$ cat src/rtl/vm_coin_pkg.sv
// vm_coin_pkg: coin code constants, sensor-line to coin-code mapping and the
// coin acceptor state encoding. The coin codes are shared with coin_summer and
// coin_dispenser.
package vm_coin_pkg;

   localparam logic [2:0] COIN_NONE = 3'b000;
   localparam logic [2:0] COIN_1    = 3'b001;
   localparam logic [2:0] COIN_5    = 3'b010;
   localparam logic [2:0] COIN_10   = 3'b011;
   localparam logic [2:0] COIN_25   = 3'b100;
   localparam logic [2:0] COIN_50   = 3'b101;
   localparam logic [2:0] COIN_100  = 3'b110;

   typedef enum logic [2:0] {
      ST_IDLE,
      ST_MEASURE,
      ST_WAIT_RELEASE,
      ST_PRESENT,
      ST_REJECT,
      ST_JAM,
      ST_COOLDOWN
   } coin_state_t;

   // One-hot sensor pattern to coin code; anything else maps to COIN_NONE.
   function automatic logic [2:0] sense_to_code(input logic [5:0] s);
      logic [2:0] code;
      case (s)
         6'b000001: code = COIN_1;
         6'b000010: code = COIN_5;
         6'b000100: code = COIN_10;
         6'b001000: code = COIN_25;
         6'b010000: code = COIN_50;
         6'b100000: code = COIN_100;
         default:   code = COIN_NONE;
      endcase
      return code;
   endfunction

endpackage

$ cat src/rtl/coin_sense_sync.sv
// coin_sense_sync: two-flop synchroniser for the six raw coin sensor lines.
// Ports: clock, reset (async active-low, clears to 0), coin_sense (raw),
// sense_s (synchronised).
module coin_sense_sync (
   input  logic       clock,
   input  logic       reset,
   input  logic [5:0] coin_sense,
   output logic [5:0] sense_s
);

   logic [5:0] meta;

   always_ff @(posedge clock or negedge reset) begin
      if (!reset) begin
         meta    <= '0;
         sense_s <= '0;
      end else begin
         meta    <= coin_sense;
         sense_s <= meta;
      end
   end

endmodule

$ cat src/rtl/coin_acceptor.sv
// coin_acceptor: synchronises, debounces and validates coin sensor pulses and
// presents one coin code per accepted coin on a valid/ready handshake.
// Ports: clock, reset (async active-low), accept_enable, coin_sense[5:0] (raw),
// coin_ready; outputs coin_code[2:0], coin_valid, reject_gate, jam_error,
// busy, reject_count[7:0]. All outputs are registered.
module coin_acceptor
   import vm_coin_pkg::*;
#(
   parameter int DEBOUNCE_CYCLES  = 16,
   parameter int MAX_PULSE_CYCLES = 4096,
   parameter int COOLDOWN_CYCLES  = 64,
   parameter int CNT_W            = 13
) (
   input  logic       clock,
   input  logic       reset,
   input  logic       accept_enable,
   input  logic [5:0] coin_sense,
   input  logic       coin_ready,
   output logic [2:0] coin_code,
   output logic       coin_valid,
   output logic       reject_gate,
   output logic       jam_error,
   output logic       busy,
   output logic [7:0] reject_count
);

   logic [5:0]  sense_s;
   coin_state_t state, state_nx;
   logic [CNT_W-1:0] cnt, cnt_nx;
   logic [5:0]  latched, latched_nx;
   logic        rej_inc;
   logic        one_hot;

   coin_sense_sync u_sync (
      .clock      (clock),
      .reset      (reset),
      .coin_sense (coin_sense),
      .sense_s    (sense_s)
   );

   assign one_hot = (sense_s != '0) && ((sense_s & (sense_s - 6'd1)) == '0);

   // The IDLE sample counts as the first stable cycle, so cnt starts at 1.
   always_comb begin
      state_nx   = state;
      cnt_nx     = cnt;
      latched_nx = latched;
      rej_inc    = 1'b0;
      case (state)
         ST_IDLE: begin
            if (sense_s != '0) begin
               cnt_nx = CNT_W'(1);
               if (!one_hot || !accept_enable) begin
                  state_nx = ST_REJECT;
                  rej_inc  = 1'b1;
               end else begin
                  latched_nx = sense_s;
                  state_nx   = ST_MEASURE;
               end
            end
         end
         ST_MEASURE: begin
            if (sense_s == latched) begin
               cnt_nx = cnt + CNT_W'(1);
               if (cnt_nx == CNT_W'(DEBOUNCE_CYCLES)) state_nx = ST_WAIT_RELEASE;
            end else if (sense_s == '0) begin
               cnt_nx   = '0;
               state_nx = ST_IDLE;
            end else begin
               cnt_nx   = cnt + CNT_W'(1);
               state_nx = ST_REJECT;
               rej_inc  = 1'b1;
            end
         end
         ST_WAIT_RELEASE: begin
            if (sense_s == '0) begin
               state_nx = ST_PRESENT;
            end else if (sense_s != latched) begin
               cnt_nx   = cnt + CNT_W'(1);
               state_nx = ST_REJECT;
               rej_inc  = 1'b1;
            end else begin
               cnt_nx = cnt + CNT_W'(1);
               if (cnt_nx == CNT_W'(MAX_PULSE_CYCLES)) state_nx = ST_JAM;
            end
         end
         ST_PRESENT: begin
            if (coin_ready) begin
               cnt_nx   = '0;
               state_nx = ST_COOLDOWN;
            end
         end
         ST_REJECT: begin
            if (sense_s == '0) begin
               cnt_nx   = '0;
               state_nx = ST_COOLDOWN;
            end else begin
               cnt_nx = cnt + CNT_W'(1);
               if (cnt_nx >= CNT_W'(MAX_PULSE_CYCLES)) state_nx = ST_JAM;
            end
         end
         ST_JAM: begin
            if (sense_s == '0) begin
               cnt_nx   = '0;
               state_nx = ST_COOLDOWN;
            end
         end
         ST_COOLDOWN: begin
            cnt_nx = cnt + CNT_W'(1);
            if (cnt_nx == CNT_W'(COOLDOWN_CYCLES)) begin
               cnt_nx   = '0;
               state_nx = ST_IDLE;
            end
         end
         default: begin
            cnt_nx   = '0;
            state_nx = ST_IDLE;
         end
      endcase
   end

   // Outputs are decoded from the next state so they line up with it.
   always_ff @(posedge clock or negedge reset) begin
      if (!reset) begin
         state        <= ST_IDLE;
         cnt          <= '0;
         latched      <= '0;
         coin_code    <= COIN_NONE;
         coin_valid   <= 1'b0;
         reject_gate  <= 1'b0;
         jam_error    <= 1'b0;
         busy         <= 1'b0;
         reject_count <= '0;
      end else begin
         state       <= state_nx;
         cnt         <= cnt_nx;
         latched     <= latched_nx;
         coin_valid  <= (state_nx == ST_PRESENT);
         coin_code   <= (state_nx == ST_PRESENT) ? sense_to_code(latched_nx) : COIN_NONE;
         reject_gate <= (state_nx == ST_REJECT) || (state_nx == ST_JAM);
         jam_error   <= (state_nx == ST_JAM);
         busy        <= (state_nx != ST_IDLE);
         if (rej_inc && (reject_count != '1)) reject_count <= reject_count + 8'd1;
      end
   end

endmodule

$ cat config.mk
export PLATFORM = sky130hd
export DESIGN_NAME = coin_acceptor
export DESIGN_NICKNAME = d
export VERILOG_FILES = /design/src/rtl/vm_coin_pkg.sv /design/src/rtl/coin_sense_sync.sv /design/src/rtl/coin_acceptor.sv
export SDC_FILE = /design/constraint.sdc
export NUM_CORES = 1
export LEC_CHECK = 0
export CAP_MARGIN = 20
export CORE_MARGIN = 8
export CORE_UTILIZATION = 60
export DETAILED_ROUTE_END_ITERATION = 16
export PLACE_DENSITY = 0.83
export SYNTH_ARGS = -nofsm -noshare
export SYNTH_HDL_FRONTEND = slang
export SYNTH_SLANG_ARGS = --single-unit
export TNS_END_PERCENT = 10
$ cat constraint.sdc
create_clock -name clock -period 8.5 [get_ports clock]
set_input_delay 1.7 -clock clock [delete_from_list [all_inputs] [get_ports clock]]
set_output_delay 1.7 -clock clock [all_outputs]
set_load 0.05 [all_outputs]
# Yosys cells after proc, flatten, opt, wreduce, memory -nomap -nowiden
# Index checks and enable logic that the tools add are counted.
dict set report totals {
  output_inout_bits 15
  register_bits 49
  word_cells 87
  in_bits 10
}
dict set report op_classes {
  reduce_logical 12
  n_eq_ne 25
  magnitude_cmp 1
  addsub 3
  mux 34
  bitwise_logic 1
}
# operator n
set op_table {}
lappend op_table {{2-to-1 mux 13 bit} 7}
lappend op_table {{one-hot mux 13 bit (7 select lines)} 1}
lappend op_table {{2-to-1 mux 3 bit} 14}
lappend op_table {{one-hot mux 3 bit (7 select lines)} 1}
lappend op_table {{2-to-1 mux 6 bit} 3}
lappend op_table {{one-hot mux 3 bit (6 select lines)} 1}
lappend op_table {{== test 3 bit (second input constant)} 5}
lappend op_table {{adder 13 x 1 -> 13 bit (second input constant)} 1}
lappend op_table {{== test 13 bit (second input constant)} 1}
lappend op_table {{== test 13 x 5 -> 1 bit (second input constant)} 1}
lappend op_table {{== test 13 x 7 -> 1 bit (second input constant)} 1}
lappend op_table {{greater-or-equal comparator 13 bit (second input constant)} 1}
lappend op_table {{zero test 6 bit} 2}
lappend op_table {{== test 3 x 2 -> 1 bit (second input constant)} 3}
lappend op_table {{adder 8 x 1 -> 8 bit (second input constant)} 1}
lappend op_table {{inequality test 2 bit (second input constant)} 4}
lappend op_table {{inequality test 8 bit (second input constant)} 1}
lappend op_table {{bitwise AND 6 bit} 1}
lappend op_table {{== test 6 x 1 -> 1 bit (second input constant)} 1}
lappend op_table {{== test 6 x 2 -> 1 bit (second input constant)} 1}
lappend op_table {{== test 6 x 3 -> 1 bit (second input constant)} 1}
lappend op_table {{== test 6 x 4 -> 1 bit (second input constant)} 1}
lappend op_table {{== test 6 x 5 -> 1 bit (second input constant)} 1}
lappend op_table {{== test 6 bit} 1}
lappend op_table {{13 further kinds} 21}

# Logic depth before layout (Yosys ltp)
# Gate-level depths: netlist (run 1).
dict set report logic_depth {
  ltp_word 12
  depth_mapped 10
}

# Hierarchy
# From an unflattened synthesis (run 1), not the netlist that was laid out.
dict set report unflattened {
  cells_unflattened 300
  area_unflattened_um2 2844.0
}
# module instances seq_area_each_um2 area_per_inst_um2 cells_per_inst
set by_module_without_submodules {}
lappend by_module_without_submodules {coin_acceptor 1 925.9 2543.7 288}
lappend by_module_without_submodules {coin_sense_sync 1 300.3 300.3 12}

# Worst setup path before layout (run 1)
# Ideal clock, no wire load.
dict set report synth_timing {
  path_type {input-to-reg}
  startpoint {in coin_ready}
  endpoint {reg busy}
  n_path_buf 1
  setup_slack_ps 5441
  cell_stages 6
  setup_time_ps 131
  t_arrival_ps 2927
  cell_sequence {mux2i_1 > and2_1 > clkbuf_1 > or3b_1 > a211o_1 > or3_1}
}
dict set report synth_via {
  elab_chain_len 3
}
# item line_no
set synth_rtl {}
lappend synth_rtl {{start: declaration} coin_acceptor.sv:18} ;# input logic coin_ready,
lappend synth_rtl {{2-to-1 mux 3 bit} coin_acceptor.sv:88} ;# if (coin_ready) begin
lappend synth_rtl {{one-hot mux 3 bit (7 select lines)} coin_acceptor.sv:49} ;# case (state)
lappend synth_rtl {{via state_nx[0]} coin_acceptor.sv:28} ;# coin_state_t state, state_nx;
lappend synth_rtl {{nonzero test 3 bit} coin_acceptor.sv:142} ;# busy <= (state_nx != ST_IDLE);
lappend synth_rtl {{end signal: assignment} coin_acceptor.sv:142}
lappend synth_rtl {{end: declaration} coin_acceptor.sv:23} ;# output logic busy,
# The timed path passes the listed nets, and every way through them passes these cells.
# A chain may end at the register's enable or synchronous reset.

# Final worst setup path (run 1)
dict set report layout_timing {
  startpoint {in accept_enable}
  endpoint {reg coin_code[1]}
}
dict set report layout_via {
  elab_chain_len 8
  word_cells_on_any_way 17
}
# item line_no
set layout_rtl {}
lappend layout_rtl {{start: declaration} coin_acceptor.sv:16} ;# input logic accept_enable,
lappend layout_rtl {{zero test 1 bit (*)} coin_acceptor.sv:53} ;# if (!one_hot || !accept_enable) begin
lappend layout_rtl {{logical OR 1 bit (*)} coin_acceptor.sv:53}
lappend layout_rtl {{2-to-1 mux 6 bit (*)} coin_acceptor.sv:53}
lappend layout_rtl {{2-to-1 mux 6 bit (*)} coin_acceptor.sv:51} ;# if (sense_s != '0) begin
lappend layout_rtl {{2-to-1 mux 6 bit (*)} coin_acceptor.sv:49}
lappend layout_rtl {{via latched_nx[0]} coin_acceptor.sv:30} ;# logic [5:0] latched, latched_nx;
lappend layout_rtl {{== test 6 bit (tied with other cells)} vm_coin_pkg.sv:27} ;# case (s)
lappend layout_rtl {{one-hot mux 3 bit (6 select lines) (*)} vm_coin_pkg.sv:27}
lappend layout_rtl {{2-to-1 mux 3 bit (*)} coin_acceptor.sv:139} ;# coin_code <= (state_nx == ST_PRESENT) ? sense_to_code(latched_nx) : COIN_NONE;
lappend layout_rtl {{end signal: assignment} coin_acceptor.sv:139}
lappend layout_rtl {{end: declaration} coin_acceptor.sv:19} ;# output logic [2:0] coin_code,
# The timed path passes the listed nets; every way through them passes the cells marked *.

==> flow_metrics.py, run 1 <==
metrics = {
    "yosys": {
        "synthesis.nets": 303,
        "ys_async_sr_fraction_pct": 100,
        "synthesis.area_sq_um": 2840,
        "yosys_warnings": 0,
        "synth_ff_type": "dfrtp_1",
        "synth_edf_count": 0,
        "synth_area_leaders": "dfrtp_1, xnor2_1, o21ai_0",
        "avgSynthCellArea_sq_um": 9.77,
        "synth_cell_type_count": 59,
        "synth.most_common_cell": "dfrtp_1",
        "ys_seq_elements": 49,
        "netlist.area_leader.share_pct": 43.1,
        "synth.largest_area_cell": "dfrtp_1",
        "synth_commonest_cells": "dfrtp_1, nand2_1, o21ai_0, nor2_1, xnor2_1",
        "ys_seq_area_share_pct": 43.1,
        "syn_inst": 291,
    },
    "power_and_ir_drop": {
        "ir_drop_mv": 0.130,
        "combPwrFrac_pct": 23.0,
        "clkPwrFrac_pct": 27.4,
        "p_leak_nw": 1.32,
        "p_per_area_nw_per_um2": 195,
        "netSwitchingPower_uw": 201,
        "pwr-share-seq_pct": 49.5,
        "switching_share_pct": 32.5,
        "p_int_uw": 418,
    },
    "sta": {
        "skew_ns": 0.0120,
        "holdWs_ns": 0.354,
        "timing.final.crit_share_pct": 44.1,
        "maxSlewViolCount": 0,
        "min_period_ns": 3.75,
        "hold_viol_final": 0,
        "max_slew_margin_pct": 35.0,
        "fmax_mhz": 267,
        "rsz0062_at_grt": "no",
        "tightestPinTransition_ns": 0.971,
        "setup_tns_ns": 0,
        "setup_viol": 0,
    },
    "finish": {
        "final_cell_area_sq_um": 3170,
        "fin_nets": 313,
        "seqCellArea_sq_um": 1230,
        "fillCellCount": 363,
        "area_growth_pct": 11.4,
        "antenna_cells": 0,
        "drive_gt1_share_pct": 9.27,
        "multi_input_area_sq_um": 1490,
    },
    "detailed_routing": {
        "post_drt_wl_per_cell_um": 15.7,
        "drc": 0,
        "drt_iter0_drc": 182,
        "drt-pass1-iter-count": 4,
        "ant_nets": 0,
        "viasPerCell": 6.31,
        "totalWireLength_mm": 5.58,
        "num_vias": 2245,
    },
    "global_route": {
        "grt_max_degree": 50,
        "antenna_found_initial": 0,
        "grt_overflow_total": 0,
        "grt_pass1_vias": 2129,
        "track_usage_pct": 16.5,
        "grt_pass1_wl_mm": 9.78,
    },
    "setup_path": {
        "reg2reg_depth": 7,
        "crit_fanout": 14,
        "r2r-end": "coin_code[1]",
        "cp_data_arrival_time_ns": 3.94,
        "r2r_slack_ns": 5.51,
        "crit_required_ns": 8.69,
        "path_class": "primary input to flip-flop",
        "critical_path.endpoint": "coin_code[1]",
        "reg2reg_from": "u_sync.sense_s[2]",
        "end_kind": "flip-flop",
        "critical_path.startpoint": "accept_enable",
        "start_kind": "primary input",
    },
    "placed_design": {
        "dp_hpwl_mm": 3.86,
        "io_buffers": 24,
        "routabilityCongestion": 0.883,
        "placed_area_sq_um": 3030,
    },
    "clocking": {
        "post_cts_buffers": 0,
        "post_cts_resized": 0,
        "clk_pin_slew_worst_paths_ns": 0.08,
        "cts_made_buffers": 5,
        "insertion_delay_ns": 0.30,
        "htree_levels": 2,
        "clk_path_buf_depth": 2,
        "cts_tree": "yes",
        "ctsHoldBuffers": 0,
        "root_buffer": "clkbuf_8",
        "cts_sinks": 49,
    },
    "floorplan": {
        "die_w_um": 84.8,
        "core_area_sq_um": 4660,
        "initial_core_util_pct": 61.0,
        "die_height_um": 84.8,
        "row_count": 25,
        "io_pins": 25,
        "die-area_sq_um": 7200,
    },
    "min_path": {
        "hp-class": "flip-flop to flip-flop",
    },
    "outcome": {
        "status": "complete, no violations",
    },
    "job": {
        "maxCapViolations": 0,
    },
}
## per-stage QoR
stage	total power, mW	setup WS (ns)	std cells	utilization [%]
2_1_floorplan	0.422	5.44	291	-
5_1_grt	0.657	4.54	356	68.0
6_report	0.619	4.75	356	68.0
3_5_place_dp	0.451	4.49	347	65.0
3_3_place_gp	0.447	4.51	347	65.0
4_1_cts	0.622	4.79	355	67.6
## power groups by stage
stage | registers, mW | clock network, mW | logic (mW)
global placement | 0.310 | 0 | 0.138
floorplan | 0.291 | 0 | 0.131
detailed placement | 0.311 | 0 | 0.141
finish | 0.307 | 0.170 | 0.143
CTS | 0.306 | 0.174 | 0.142
global route | 0.315 | 0.181 | 0.161
## per-layer routing
metal,up-vias,GRT usage (%),wire length [um]
li1,1089,-,-
met3,9,3.76,239
met1,1090,22.1,2680
met4,0,5.50,80
met2,57,25.5,2580
met5,-,0,0
## logic make-up after synthesis
kind of cell	Yosys count	share of synthesized area, %
multiplexers	10	3.83
AO/OA/AOI/OAI	74	18.0
AND/OR/NAND/NOR	105	21.5
flip-flops	49	43.1
buffers and inverters	25	4.66
XOR/XNOR	24	7.39
adder cells (fa/ha/maj)	4	1.58
## sequential cells by signal, summed over array words and instances, names as in the netlist
signal / count
u_sync.meta: 6
latched: 6
cnt: 13
reject_gate: 1
busy: 1
state: 3
u_sync.sense_s: 6
coin_valid: 1
jam_error: 1
coin_code: 3
reject_count: 8
## critical path, stage by stage
cell and delay [ns]:
clkdlybuf4s50_1 0.46, o2111ai_1 0.15, nor2_1 0.79, mux2_2 0.43
nand2b_1 0.16, nor4b_1 0.25
## placed cells by master, fill, tap and decap left out, types with 3 or more instances in the layout
cell              n
o21ai_0          20
nor2b_1           6
a21oi_1          13
xor2_1           10
nand3_1           7
clkbuf_8          6
clkdlybuf4s50_1  23
and3_1            7
and2_1            4
dfrtp_1          49
xnor2_1          14
a22o_1            4
nand2_1          22
a31oi_1          10
nand2b_1          7
nor2_1           15
nor3_1            6
nand4_1           9
mux2i_1           3
or3_1             4
mux2_2            7
## worst min-delay path by stage
stage                     slack, ns            from  cells past startpoint                end
after floorplan                0.33  u_sync.meta[0]                      0  u_sync.sense_s[0]
after global placement         0.33  u_sync.meta[2]                      0  u_sync.sense_s[2]
after detailed placement       0.34  u_sync.meta[1]                      0  u_sync.sense_s[1]
after CTS                      0.36  u_sync.meta[1]                      0  u_sync.sense_s[1]
after global routing           0.36  u_sync.meta[5]                      0  u_sync.sense_s[5]
final                          0.35  u_sync.meta[1]                      0  u_sync.sense_s[1]
## cell type report
| class | instances | share of cell area (%) |
|---|---|---|
| sequential | 49 | 38.7 |
| multi-input combinational | 217 | 46.9 |
| inverter | 2 | 0.237 |
| clock inverter | 2 | 1.18 |
| clock buffer | 6 | 2.61 |
| tap | 54 | 2.13 |
| timing repair buffer | 26 | 8.29 |
No activity file was read; power rests on OpenSTA's default activity.
==> inputs of run 2 (changes only) <==
--- a/config.mk
+++ b/config.mk
@@ -7,9 +7,9 @@
 export LEC_CHECK = 0
 export CAP_MARGIN = 20
 export CORE_MARGIN = 8
-export CORE_UTILIZATION = 60
+export CORE_UTILIZATION = 58
 export DETAILED_ROUTE_END_ITERATION = 16
-export PLACE_DENSITY = 0.83
+export PLACE_DENSITY = 0.81
 export SYNTH_ARGS = -nofsm -noshare
 export SYNTH_HDL_FRONTEND = slang
 export SYNTH_SLANG_ARGS = --single-unit
==> constraint.sdc (replaced) <==
create_clock -name clock -period 3.7 [get_ports clock]
set_input_delay 0.74 -clock clock [delete_from_list [all_inputs] [get_ports clock]]
set_output_delay 0.74 -clock clock [all_outputs]
set_load 0.05 [all_outputs]
==> flow_metrics.py, run 2 (same netlist as run 1, synthesis figures left out) <==
metrics = {
    "power_and_ir_drop": {
        "ir_drop_mv": 0.284,
        "p_leak_nw": 1.33,
        "p_per_area_nw_per_um2": 445,
    },
    "setup_path": {
        "start_kind": "flip-flop",
        "crit_required_ns": 3.87,
        "path_class": "flip-flop to flip-flop",
        "cp_top_family": "simple AND/OR/NAND/NOR gates",
        "cp.depth": 8,
        "critPathBufInv": 0,
        "critical_path.endpoint": "busy",
        "r2r_slack_ns": 0.75,
        "slowest_delay_ns": 0.46,
        "r2r-end": "busy",
        "cpMaxStageDelayCell": "dfrtp_1",
        "end_kind": "flip-flop",
        "critical_path.startpoint": "cnt[0]",
        "crit_top_cell": "or3_4",
        "cp_data_arrival_time_ns": 3.12,
        "reg2reg_depth": 8,
        "crit_fanout": 7,
        "reg2reg_from": "cnt[0]",
        "crit_path_cell_trace": "ha_1 > and2_1 > a311oi_1 > o221ai_1 > or3_4 > and3_4 > or3_4 > or3_1",
    },
    "floorplan": {
        "row_count": 25,
        "die_height_um": 86.0,
        "die-area_sq_um": 7400,
        "die_w_um": 86.0,
        "initial_core_util_pct": 60.2,
        "io_pins": 25,
        "core_area_sq_um": 4720,
    },
    "clocking": {
        "post_cts_resized": 0,
        "clk_pin_slew_worst_paths_ns": 0.10,
        "htree_levels": 2,
        "cts_made_buffers": 5,
        "clk_path_buf_depth": 2,
        "ctsHoldBuffers": 0,
        "cts_sinks": 49,
        "post_cts_buffers": 0,
        "cts_tree": "yes",
        "insertion_delay_ns": 0.31,
        "root_buffer": "clkbuf_8",
    },
    "sta": {
        "holdWs_ns": 0.357,
        "maxSlewViolCount": 0,
        "fmax_mhz": 339,
        "min_period_ns": 2.95,
        "timing.final.crit_share_pct": 79.7,
        "skew_ns": 0.0122,
        "setup_tns_ns": 0,
        "setup_viol": 0,
        "hold_viol_final": 0,
        "max_slew_margin_pct": 60.9,
        "rsz0062_at_grt": "no",
        "tightestPinTransition_ns": 0.587,
    },
    "finish": {
        "top_regs": "cnt: 13 flops, reject_count: 8 flops",
        "final_cell_area_sq_um": 3200,
        "layout_commonest_cell": "dfrtp_1",
        "area_growth_pct": 12.6,
        "fillCellCount": 384,
        "antenna_cells": 0,
        "top_register": "cnt",
        "final_cell_mix": "dfrtp_1, clkdlybuf4s50_1, nand2_1, o21ai_0, nor2_1",
        "largest_reg_flops": 13,
        "drive_gt1_share_pct": 9.87,
        "fin_nets": 315,
    },
    "global_route": {
        "antenna_found_initial": 0,
        "grt_pass1_wl_mm": 9.92,
        "track_usage_pct": 16.5,
        "grt_overflow_total": 0,
        "grt_pass1_vias": 2186,
        "grt_max_degree": 50,
    },
    "detailed_routing": {
        "post_drt_wl_per_cell_um": 16.1,
        "drt_iter0_drc": 155,
        "totalWireLength_mm": 5.98,
        "ant_nets": 0,
        "drc": 0,
        "viasPerCell": 6.06,
        "drt-pass1-iter-count": 4,
        "num_vias": 2247,
    },
    "placed_design": {
        "placed_area_sq_um": 3060,
        "routabilityCongestion": 0.861,
        "dp_hpwl_mm": 4.05,
        "io_buffers": 24,
    },
    "min_path": {
        "hp-class": "flip-flop to flip-flop",
    },
    "outcome": {
        "status": "complete, no violations",
    },
    "job": {
        "maxCapViolations": 0,
    },
}
==> run 2: per-stage QoR <==
stage / std cells / setup slack (ns) / utilization (%) / total power, mW
floorplan: 291 / 1.04 / - / 0.968
global placement: 362 / 0.930 / 64.8 / 1.03
detailed placement: 362 / 0.850 / 64.8 / 1.04
CTS: 370 / 0.798 / 67.2 / 1.42
global route: 371 / 0.642 / 67.8 / 1.51
finish: 371 / 0.751 / 67.8 / 1.42
==> run 2: area by class of cell <==
type,instances,area [sq um],share of cell area (%)
Sequential cell,49,1230,38.3
Clock buffer,5,68.8,2.15
Timing Repair Buffer,28,285,8.91
Tap cell,67,83.8,2.62
Inverter,2,7.51,0.234
Clock inverter,3,46.3,1.45
Multi-Input combinational cell,217,1490,46.4
==> run 2: metal layers <==
metal	track usage [%]	share of wire [%]	vias to the layer above
met4	6.37	1.4	0
met3	2.87	4.6	8
li1	-	-	1088
met2	26.2	47	72
met5	0	0	-
met1	21.6	47	1079
==> run 2: worst min-delay path by stage <==
stage               cells past startpoint           start           endpoint  slack [ns]
finish                                  0  u_sync.meta[4]  u_sync.sense_s[4]        0.36
global route                            0  u_sync.meta[5]  u_sync.sense_s[5]        0.36
CTS                                     0  u_sync.meta[5]  u_sync.sense_s[5]        0.36
detailed placement                      0  u_sync.meta[5]  u_sync.sense_s[5]        0.34
global placement                        0  u_sync.meta[2]  u_sync.sense_s[2]        0.33
floorplan                               0  u_sync.meta[0]  u_sync.sense_s[0]        0.33
==> run 2: where the power goes <==
part | internal (mW) | switching (mW) | leakage, nW | total [mW]
combinational | 0.151 | 0.179 | 0.646 | 0.330
sequential | 0.592 | 0.117 | 0.625 | 0.709
clock | 0.202 | 0.183 | 0.0543 | 0.386
total | 0.945 | 0.480 | 1.33 | 1.42
